$ cat src/rtl/fetch_stage.sv
// Instruction-fetch stage: owns the PC, addresses the instruction ROM and
// loads the IF/ID pipeline register. Handles stall, flush, branch and
// exception redirects, and parks in FAULT_HOLD after a fetch fault.
//
// state      | meaning
// -----------+-----------------------------------------------------------
// RUN        | sequential fetch, one IF/ID load per unstalled cycle
// FAULT_HOLD | a fault was loaded; PC frozen, bubbles until a redirect
module fetch_stage #(
    parameter logic [31:0] RESET_PC   = 32'h0000_0000,
    parameter logic [31:0] EXC_VECTOR = 32'h0000_0200,
    parameter int          IMEM_DEPTH = 1024,
    parameter logic [31:0] NOP_INST   = 32'h0000_0013
) (
    input  logic        clk,
    input  logic        reset,
    input  logic        stall_i,
    input  logic        flush_i,
    input  logic        branch_taken_i,
    input  logic [31:0] branch_target_i,
    input  logic        exception_i,
    output logic [31:0] imem_addr_o,
    input  logic [31:0] imem_inst_i,
    output logic [31:0] if_id_pc_o,
    output logic [31:0] if_id_inst_o,
    output logic        if_id_valid_o,
    output logic        if_id_fault_o,
    output logic [31:0] fetch_count_o
);

    localparam logic [0:0]  ST_RUN        = 1'b0;
    localparam logic [0:0]  ST_FAULT_HOLD = 1'b1;
    localparam logic [31:0] DEPTH_W       = 32'(IMEM_DEPTH);

    logic [31:0] r_pc;
    logic [0:0]  r_state;
    logic [31:0] r_if_pc;
    logic [31:0] r_if_inst;
    logic        r_if_valid;
    logic        r_if_fault;
    logic [31:0] r_fetch_count;

    logic        w_fault;
    logic        w_redirect;
    logic        w_bubble;

    // Word address and fault detection derive purely from the current PC.
    always_comb begin
        imem_addr_o = {2'b00, r_pc[31:2]};
        w_fault     = (r_pc[1:0] != 2'b00) || ({2'b00, r_pc[31:2]} >= DEPTH_W);
        w_redirect  = exception_i || branch_taken_i;
        w_bubble    = w_redirect || flush_i;
    end

    // PC and FSM: redirects beat stall; a fault in RUN freezes the PC.
    always_ff @(posedge clk) begin
        if (reset) begin
            r_pc    <= RESET_PC;
            r_state <= ST_RUN;
        end else if (exception_i) begin
            r_pc    <= EXC_VECTOR;
            r_state <= ST_RUN;
        end else if (branch_taken_i) begin
            r_pc    <= branch_target_i;
            r_state <= ST_RUN;
        end else if (stall_i || (r_state == ST_FAULT_HOLD)) begin
            r_pc    <= r_pc;
        end else if (!w_fault) begin
            r_pc    <= r_pc + 32'd4;
        end else begin
            r_state <= ST_FAULT_HOLD;
        end
    end

    // IF/ID register: bubbles on redirect/flush, hold on stall, else load.
    always_ff @(posedge clk) begin
        if (reset) begin
            r_if_pc       <= 32'h0;
            r_if_inst     <= NOP_INST;
            r_if_valid    <= 1'b0;
            r_if_fault    <= 1'b0;
            r_fetch_count <= 32'h0;
        end else if (w_bubble || (!stall_i && (r_state == ST_FAULT_HOLD))) begin
            r_if_pc       <= 32'h0;
            r_if_inst     <= NOP_INST;
            r_if_valid    <= 1'b0;
            r_if_fault    <= 1'b0;
        end else if (stall_i) begin
            r_if_valid    <= r_if_valid;
        end else if (w_fault) begin
            r_if_pc       <= r_pc;
            r_if_inst     <= NOP_INST;
            r_if_valid    <= 1'b1;
            r_if_fault    <= 1'b1;
        end else begin
            r_if_pc       <= r_pc;
            r_if_inst     <= imem_inst_i;
            r_if_valid    <= 1'b1;
            r_if_fault    <= 1'b0;
            r_fetch_count <= r_fetch_count + 32'd1;
        end
    end

    assign if_id_pc_o    = r_if_pc;
    assign if_id_inst_o  = r_if_inst;
    assign if_id_valid_o = r_if_valid;
    assign if_id_fault_o = r_if_fault;
    assign fetch_count_o = r_fetch_count;

endmodule

$ cat config.mk
export PLATFORM = sky130hd
export DESIGN_NAME = fetch_stage
export DESIGN_NICKNAME = d
export VERILOG_FILES = /design/src/rtl/fetch_stage.sv
export SDC_FILE = /design/constraint.sdc
export NUM_CORES = 1
export LEC_CHECK = 0
export CAP_MARGIN = 15
export CELL_PAD_IN_SITES_DETAIL_PLACEMENT = 2
export CELL_PAD_IN_SITES_GLOBAL_PLACEMENT = 2
export CORE_ASPECT_RATIO = 0.5
export CORE_MARGIN = 4
export CORE_UTILIZATION = 36
export CTS_CLUSTER_SIZE = 16
export DETAILED_ROUTE_END_ITERATION = 12
export DONT_BUFFER_PORTS = 1
export GPL_TIMING_DRIVEN = 0
export PLACE_DENSITY = 0.88
export SLEW_MARGIN = 10
export SYNTH_ARGS = -nofsm -noshare
export SYNTH_HDL_FRONTEND = slang
export SYNTH_SLANG_ARGS = --single-unit
$ cat constraint.sdc
create_clock -name clk -period 2.5 [get_ports clk]
set_input_delay 0.25 -clock clk [delete_from_list [all_inputs] [get_ports clk]]
set_output_delay 0.25 -clock clk [all_outputs]
set_load 0.01 [all_outputs]
# Yosys cells after proc, flatten, opt, wreduce, memory -nomap -nowiden
# Index checks and enable logic that the tools add are counted.
[totals] out_inout_bits=130 ram_bits=0 memories=0 inputBits=70 wordCells=40 rom_bits=0 latchBits=0 regBits=131
[op_classes] shift=0 bitwise_logic=4 add_sub_neg=2 n_mux=6 multipliers=0 eq_ne=4 magnitude_cmp=1 div_mod_pow=0 reduce_logical=15
[ops] op="$mux 32" n=4
[ops] op="$add 32x1->32 const B" n=1
[ops] op="$add 32x3->32 const B" n=1
[ops] op="$ge 30x11->1 const B" n=1
[ops] op="$mux 10" n=1
[ops] op="$ne 3x3->1 const B" n=2
[ops] op="$reduce_and 2->1" n=3
[ops] op="$logic_or 1x1->1" n=5
[ops] op="$ne 2x2->1 const B" n=2
[ops] op="$not 1->1" n=4
[ops] op="$reduce_or 2->1" n=2
[ops] op="$reduce_and 3->1" n=1
[ops] op="$reduce_or 3->1" n=1
[ops] op="$reduce_bool 2->1" n=1
[ops] op="$logic_and 1x1->1" n=1
[ops] op="$logic_not 1->1" n=1
[ops] op="$mux 1" n=1

# Logic depth before layout (Yosys ltp)
# Gate-level depths: netlist of the first run.
[depth] word_depth=6 ltp_mapped=8 depth_no_buf=6

# Least setup slack after synthesis of the first run
# No wires, ideal clock.
[synth_timing] path_type="flip-flop to flip-flop" startpoint="register r_pc[26]" endpoint="register r_state" stages_incl_launch_ff=8 setup_slack_ns=0.398 required_time_ns=2.384 arrival_ns=1.986 setup_time_ns=0.116 path_buffers=2 cell_sequence="dfxtp_1 > or4_4 > or3_1 > buf_6 > nor2_4 > buf_2 > nor2_1 > o211a_1"
[synth_via] elab_chain_len=3
[synth_rtl] item="from (decl)" line_no="35" text="logic [31:0] r_pc;"
[synth_rtl] item="from (signal assigned)" line_no="64" text="r_pc <= branch_target_i;"
[synth_rtl] item="from (signal assigned)" line_no="67" text="r_pc <= r_pc;"
[synth_rtl] item="from (signal assigned)" line_no="69" text="r_pc <= r_pc + 32'd4;"
[synth_rtl] item="$ge 30x11->1" line_no="50" text="w_fault = (r_pc[1:0] != 2'b00) || ({2'b00, r_pc[31:2]} >= DEPTH_W);"
[synth_rtl] item="$logic_or 1x1->1" line_no="50"
[synth_rtl] item="$reduce_and 2->1 (no line)"
[synth_rtl] item="to (signal assigned)" line_no="59" text="r_state <= ST_RUN;"
[synth_rtl] item="to (signal assigned)" line_no="62" text="r_state <= ST_RUN;"
[synth_rtl] item="to (signal assigned)" line_no="65" text="r_state <= ST_RUN;"
[synth_rtl] item="to (decl)" line_no="36" text="logic [0:0] r_state;"
# No other way between the ends.
# A chain may end at the register's enable or synchronous reset.

# Final worst setup path of the first run
# Same ends and word-level chain as after synthesis.

==> results of run 1 <==
[registers in the layout, summed over array words and instances (netlist names), named ones only]
name / count
fetch_count_o: 32
if_id_fault_o: 1
if_id_inst_o: 32
if_id_pc_o: 32
if_id_valid_o: 1
r_pc: 30
r_state: 1
[what timing repair did]
action | in CTS | in global routing
resized for setup | 2 | 15
hold buffers | 37 | 0
pin swaps | 1 | 4
setup endpoints to repair | 31 | 42
hold endpoints to repair | 37 | 0
setup buffers | 3 | 8
[worst max-delay path, stage by stage (launching register included)]
cell,delay (ns)
dfxtp_1,0.35
or4_4,0.62
or3_1,0.43
buf_6,0.17
nor2_4,0.19
buf_4,0.21
nor2_1,0.07
o211a_1,0.24
[synthesized netlist by cell type, drive strengths merged]
library cell / instances / area (um2)
dfxtp: 131 / 2620
nor2: 77 / 297
a21oi: 59 / 295
mux2i: 55 / 551
nand3: 46 / 230
nand2: 40 / 150
buf: 37 / 270
clkbuf: 33 / 124
o21ai: 26 / 130
or3: 19 / 119
nand4: 17 / 106
nor4: 13 / 103
xor2: 11 / 96.3
inv: 10 / 37.5
xnor2: 10 / 87.6
or2: 7 / 43.8
and3: 6 / 37.5
and4: 6 / 52.6
or4: 6 / 52.6
nor3: 4 / 31.3
a2bb2oi: 3 / 26.3
ha: 3 / 37.5
o31ai: 3 / 22.5
a221oi: 2 / 17.5
o211a: 2 / 20.0
and2: 1 / 6.26
clkinv: 1 / 3.75
conb: 1 / 3.75
nand3b: 1 / 7.51
nand4b: 1 / 8.76
[cell type report]
type	count	area, um2
fill	1628	7880
multi-input combinational	420	2570
clock buffer	20	447
buffer	69	400
tap	198	248
inverter	11	41.3
clock inverter	12	158
timing repair buffer	48	453
sequential	131	2620
[path summary, 6_finish.rpt]
kind | endpoint | cells past startpoint | startpoint | slack (ns)
worst max-delay path | r_state | 7 | r_pc[26] | 0.1
worst min-delay path | if_id_inst_o[24] | 2 | imem_inst_i[24] | 0.006
worst max register to register | r_state | 7 | r_pc[26] | 0.1
worst min register to register | if_id_inst_o[18] | 2 | if_id_inst_o[18] | 0.52
[cell families (layout without fill, tap and decap cells)]
logic type / after synthesis / count (layout) / share of synthesized area
adder cells (fa/ha/maj): 3 / 3 / 0.00672
AND/OR/NAND/NOR: 244 / 244 / 0.223
flip-flops: 131 / 131 / 0.469
multiplexers: 55 / 55 / 0.0985
buffers and inverters: 81 / 160 / 0.0779
other: 1 / 2 / 0.000671
XOR/XNOR: 21 / 21 / 0.0329
AO/OA/AOI/OAI: 95 / 95 / 0.0915
[stage by stage]
step,utilization,power [mW],cells,TNS (ns),area (um2)
after floorplan,-,2.44,632,0,5590
after global placement,0.394,2.53,830,-3.59,5840
after detailed placement,0.394,2.54,830,-6.13,5840
after CTS,0.462,5.20,901,0,6840
after global routing,0.468,5.35,909,-0.0747,6940
final,0.468,5.15,909,0,6940
[metal layers]
metal	global-route usage	vias to the layer above	routed length [um]
li1	-	2304	-
met5	0	-	0
met3	0.0642	22	1110
met2	0.420	126	10500
met1	0.254	2498	8480
met4	0.0677	0	291
[report_power, final]
group,total (mW),internal [mW],leakage (nW),switching (mW)
Sequential,2.15,2.11,1.06,0.0376
Combinational,0.424,0.176,1.19,0.249
Clock,2.58,1.60,0.286,0.979
Total,5.15,3.89,2.53,1.27
==> qor.yml, run 1 <==
setup_ws_ns: 0.0982
mostFrequentLayoutCells: "dfxtp_1 (131), nor2_1 (76), a21oi_1 (59)"
synth_seq_cells: 131
place.gp.congestion: 0.768
drtIter0Drc: 158
start_util: 0.377
avgSynthCellArea_um2: 8.86
relSlewSlack: 0.382
grt-ovfl-total: 0
diodes: 0
syn_area_um2: 5590
fp-row-count: 31
skew_ns: 0.0116
die_h_um: 96.1
syn_inst: 631
hold_class: "primary input to flip-flop"
p_per_area_nw_per_um2: 742
grt.total_usage: 0.226
critPathLaunchType: "flip-flop"
tritoncts: "done"
path_clk_slew_ns: 0.06
synth_cell_types: 38
tightest_slew_ns: 0.926
status: "complete, no violations"
die_x_um: 184
via_per_inst: 5.45
hold_viol_final: 0
wl_mm: 20.4
crit_required_ns: 2.80
seq_area_frac_synth: 0.469
drt_pass1_iterations: 4
portBuffers: 0
antenna_left: 0
finalMaxSlewViolations: 0
grt_pass1_wl_mm: 30.7
fin_hold_ws_ns: 0.00613
critPathMaxFanout: 10
yosys_warnings: 0
final_common_cell: "dfxtp_1"
coreArea_um2: 14800
htreeDepth: 4
dieArea_um2: 17700
drc: 0
final_nets: 771
antenna_found_initial: 0
numCtsBuffers: 17
numClockSinks: 131
grt_pass1_vias: 5528
timing.final.crit_share: 0.961
fin_crit_ns: 2.40
layout-drive-gt1-share: 0.136
drv_cap: 0
finalSetupViolations: 0
pre_cts_ws_ns: -0.304
timing.fmax_ghz: 0.416
grt_max_degree: 17
clock-root-buffer: "clkbuf_16"
clock_path_buffers: 2
worstPathArrival_ns: 2.71
clock_latency_ns: 0.42
io_pins: 200
post-dp-hpwl_mm: 13.6
route.vias.total: 4950
worstSetupEndpointType: "flip-flop"
wl_per_cell_um: 22.5
peakVddDrop_v: 0.000470
p_leak_nw: 2.53
area_growth_pct: 24.1
path_class: "flip-flop to flip-flop"
(Power assumes the default switching activity.)
==> inputs of run 2 (changes only) <==
--- a/config.mk
+++ b/config.mk
@@ -15,7 +15,7 @@
 export DETAILED_ROUTE_END_ITERATION = 12
 export DONT_BUFFER_PORTS = 1
 export GPL_TIMING_DRIVEN = 0
-export PLACE_DENSITY = 0.88
+export PLACE_DENSITY_LB_ADDON = 0.05
 export SLEW_MARGIN = 10
 export SYNTH_ARGS = -nofsm -noshare
 export SYNTH_HDL_FRONTEND = slang
==> qor.yml, run 2 (synthesized netlist as in run 1, its figures left out) <==
status: "complete, no violations"
dp_cells: 830
p_per_area_nw_per_um2: 745
grt_pass1_vias: 5448
hold_viol_final: 0
peakVddDrop_v: 0.000514
worstSetupEndpointType: "flip-flop"
timing.final.crit_share: 0.954
hold_class: "primary input to flip-flop"
fp-row-count: 31
io_pins: 200
clock_power_share: 0.503
tritoncts: "done"
antenna_found_initial: 1
drv_cap: 0
clock-root-buffer: "clkbuf_16"
final_util: 0.468
die_x_um: 184
antenna_left: 0
total_power_mw: 5.17
cp_top_family: "simple AND/OR/NAND/NOR gates"
grt_max_degree: 17
fin_area_um2: 6940
via_per_inst: 5.39
final_cells: 907
route.vias.total: 4889
timing.fmax_ghz: 0.419
final_nets: 769
path_cells: "or4_4, or3_1, buf_6, nor2_4, clkbuf_4, nand3_1, a21oi_2"
slowest_delay_ns: 0.59
drtIter0Drc: 174
switching_power_mw: 1.30
tightest_slew_ns: 0.923
place.gp.congestion: 0.779
worstPathArrival_ns: 2.72
grt.total_usage: 0.227
crit_buf_inv: 2
wl_mm: 19.7
clock_path_buffers: 2
pwr-share-comb: 0.082
relSlewSlack: 0.385
dieArea_um2: 17700
clock_latency_ns: 0.42
path_clk_slew_ns: 0.06
path_class: "flip-flop to flip-flop"
finalMaxSlewViolations: 0
dpl-instance-area_um2: 5840
critPathMaxFanout: 10
wl_per_cell_um: 21.7
final_common_cell: "dfxtp_1"
sw_frac_of_total: 0.252
area_growth_pct: 24.1
p_leak_nw: 2.52
post-dp-hpwl_mm: 13.5
cp_slowest_cell: "or4_4"
grt-ovfl-total: 0
critPathLaunchType: "flip-flop"
numCtsBuffers: 17
numClockSinks: 131
finalSetupViolations: 0
grt_pass1_wl_mm: 31.2
fin_crit_ns: 2.39
crit_required_ns: 2.83
skew_ns: 0.0116
drt_pass1_iterations: 5
htreeDepth: 4
start_util: 0.377
layout-drive-gt1-share: 0.130
coreArea_um2: 14800
mostFrequentLayoutCells: "dfxtp_1 (131), nor2_1 (76), a21oi_1 (58)"
die_h_um: 96.1
drc: 0
portBuffers: 0
p_seq_frac: 0.415
intPower_mw: 3.87
[run 2: cell types whose count changed in the layout (fill, tap and decap cells not counted), moves of 2 or more]
cell,delta
dlygate4sd3_1,+4
inv_6,+4
clkinv_4,-2
buf_4,-10
[run 2: path summary, 6_finish.rpt]
check | startpoint | endpoint | slack [ns] | depth (start not counted)
max | r_pc[27] | if_id_inst_o[22] | 0.11 | 7
min | branch_target_i[25] | r_pc[25] | 0.01 | 2
max reg2reg | r_pc[27] | if_id_inst_o[22] | 0.11 | 7
min reg2reg | if_id_inst_o[20] | if_id_inst_o[20] | 0.52 | 2
[run 2: cell type report]
cell class              instances  area [um2]
diodes                          1        2.50
plain buffers                  69         394
clock buffers                  17         425
clock inverters                14         178
fillers                      1617        7880
inverters                      11        41.3
multi-input cells             420        2570
flip-flops and latches        131        2620
well taps                     198         248
repair buffers                 46         460
[run 2: routing by layer]
layer / vias up / GRT usage / routed length, um
met5: - / 0 / 0
met3: 22 / 0.0898 / 1610
met1: 2430 / 0.265 / 8330
met4: 0 / 0.0535 / 248
met2: 132 / 0.397 / 9520
li1: 2305 / - / -
[run 2: worst register-to-register path, cell delays in order (launching register included)]
cell      delay [ns]
dfxtp_1         0.35
or4_4           0.59
or3_1           0.42
buf_6           0.16
nor2_4          0.18
clkbuf_4        0.25
nand3_1         0.14
a21oi_2         0.22
[run 2: metrics by stage]
| step | worst slack [ns] | hold slack (ns) | TNS, ns |
|---|---|---|---|
| after floorplan | 0.398 | 0.388 | 0 |
| after global placement | -0.137 | 0.393 | -1.73 |
| after CTS | 0.0636 | 0.00243 | 0 |
| after global routing | -0.0125 | 0.00396 | -0.0204 |
| after detailed placement | -0.175 | 0.411 | -3.20 |
| final | 0.114 | 0.00987 | 0 |
[run 2: power by group through the flow]
stage	logic [mW]	clock network (mW)	registers, mW
detailed placement	0.346	0	2.19
global placement	0.340	0	2.19
floorplan	0.259	0	2.18
CTS	0.403	2.65	2.15
global route	0.462	2.78	2.15
finish	0.422	2.60	2.15
[run 2: timing repair]
action,in CTS,in global routing
endpoints found under the hold margin,39,2
setup buffers,0,5
gates resized for setup,3,6
pin swaps,0,3
endpoints found under the setup margin,31,24
hold buffers,39,2
==> inputs of run 3 (changes only) <==
==> constraint.sdc (replaced) <==
create_clock -name clk -period 2.3 [get_ports clk]
set_input_delay 0.23 -clock clk [delete_from_list [all_inputs] [get_ports clk]]
set_output_delay 0.23 -clock clk [all_outputs]
set_load 0.01 [all_outputs]
==> qor.yml, run 3 (synthesized netlist as in run 1, its figures left out) <==
p_per_area_nw_per_um2: 784
switching_power_mw: 1.48
rr_worst_depth: 7
path_clk_slew_ns: 0.06
slowest_delay_ns: 0.60
skew_ns: 0.0129
p_leak_nw: 2.65
via_per_inst: 5.45
peakVddDrop_v: 0.000476
route.vias.total: 5062
clock_latency_ns: 0.42
pwr-share-comb: 0.096
numCtsBuffers: 17
violations: "setup timing"
htreeDepth: 4
tightest_slew_ns: 0.901
final_common_cell: "dfxtp_1"
antenna_left: 0
antenna_found_initial: 1
endpoint: "if_id_inst_o[1]"
fin_hold_ws_ns: 0.0191
met3_usage: 0.0880
area_growth_pct: 30.9
worstSetupEndpointType: "flip-flop"
grt-ovfl-total: 0
critPathLaunchType: "flip-flop"
grt.total_usage: 0.231
finalSetupViolations: 12
cp.depth: 7
path_class: "flip-flop to flip-flop"
final_nets: 790
hold_class: "primary input to flip-flop"
timing.final.crit_share: 1.03
r2r-start: "r_pc[29]"
pre_cts_ws_ns: -0.375
grt_max_degree: 17
intPower_mw: 4.26
wl_per_cell_um: 23.3
path_cells: "or4_4, or3_4, buf_6, nor2_4, buf_4, a2bb2oi_1, or2_2"
hold_viol_final: 0
setup_ws_ns: -0.0646
crit_start: "r_pc[29]"
crit_buf_inv: 2
total_power_mw: 5.74
start_util: 0.377
sw_frac_of_total: 0.258
cp_slowest_cell: "or4_4"
clock_power_share: 0.497
tritoncts: "done"
grt.busiest_layer: "met2"
drtIter0Drc: 207
fin_crit_ns: 2.36
wl_mm: 21.6
status: "finished with violations"
worstPathArrival_ns: 2.67
dieArea_um2: 17700
crit_required_ns: 2.60
drt_pass1_iterations: 4
timing.fmax_ghz: 0.423
cp_top_family: "simple AND/OR/NAND/NOR gates"
clock_path_buffers: 2
finalMaxSlewViolations: 0
layout-drive-gt1-share: 0.180
mostFrequentLayoutCells: "dfxtp_1 (130), nor2_1 (76), mux2i_1 (55)"
clock-root-buffer: "clkbuf_16"
die_h_um: 96.1
relSlewSlack: 0.399
p_seq_frac: 0.407
die_x_um: 184
coreArea_um2: 14800
grt_pass1_wl_mm: 31.8
fp-row-count: 31
drv_cap: 0
place.gp.congestion: 0.779
rsz0062_at_grt: "yes"
critPathMaxFanout: 8
tns_ns: -0.334
r2r_setup_slack_ns: -0.06
r2r_end: "if_id_inst_o[1]"
use_met2: 0.404
numClockSinks: 131
post-dp-hpwl_mm: 13.5
portBuffers: 0
grt_use_met1: 0.272
grt_pass1_vias: 5547
drc: 0
io_pins: 200
run 3: changes by cell type in the layout (fill, tap and decap cells not counted), sizes merged:
| cell | previous run | this run |
|---|---|---|
| buf | 41 | 53 |
| clkbuf | 50 | 48 |
| dlygate4sd3 | 41 | 52 |
run 3: routing by layer:
layer  vias to the layer above  wire length [um]
met1                      2548              8990
met5                         -                 0
met3                        20              1620
li1                       2347                 -
met4                         0               226
met2                       147             10800
run 3: cell type report:
cell class / instances / area (um2)
timing repair buffer: 67 / 669
clock inverter: 14 / 178
inverter: 11 / 41.3
buffer: 69 / 425
tap: 198 / 248
sequential: 131 / 2630
antenna: 1 / 2.50
fill: 1542 / 7500
multi-input combinational: 420 / 2700
clock buffer: 17 / 425
run 3: timing repair:
item                                    in CTS  in global routing
pin swaps                                    3                 28
hold buffers                                51                  1
gates cloned                                 0                  2
hold endpoints to repair                    51                  1
endpoints found under the setup margin      49                 64
resized for setup                           13                 49
buffers inserted                             3                 10
run 3: through the flow:
step	util	std cells	area, um2
after floorplan	-	632	5590
after global placement	0.394	830	5840
after detailed placement	0.394	830	5840
after CTS	0.474	914	7030
after global routing	0.494	928	7320
final	0.494	928	7320
run 3: worst min-delay path by stage:
stage               cells after the start  slack [ns]                 from                to
floorplan                               1        0.37  branch_target_i[12]          r_pc[12]
global placement                        1        0.37  branch_target_i[12]          r_pc[12]
detailed placement                      2        0.39  branch_target_i[18]          r_pc[18]
CTS                                     2       0.001      imem_inst_i[27]  if_id_inst_o[27]
global route                            2       0.005   branch_target_i[4]           r_pc[4]
finish                                  2        0.02   branch_target_i[2]           r_pc[2]
run 3: worst register-to-register path, stage by stage (launching register included):
cell,delay (ns)
dfxtp_4,0.35
or4_4,0.60
or3_4,0.42
buf_6,0.16
nor2_4,0.24
buf_4,0.17
a2bb2oi_1,0.05
or2_2,0.27
run 3: power by group through the flow:
stage | clock (mW) | combinational (mW) | sequential [mW]
after global placement | 0 | 0.370 | 2.38
after floorplan | 0 | 0.282 | 2.37
final | 2.85 | 0.548 | 2.34
after global routing | 3.02 | 0.591 | 2.34
after CTS | 2.88 | 0.478 | 2.33
after detailed placement | 0 | 0.377 | 2.38
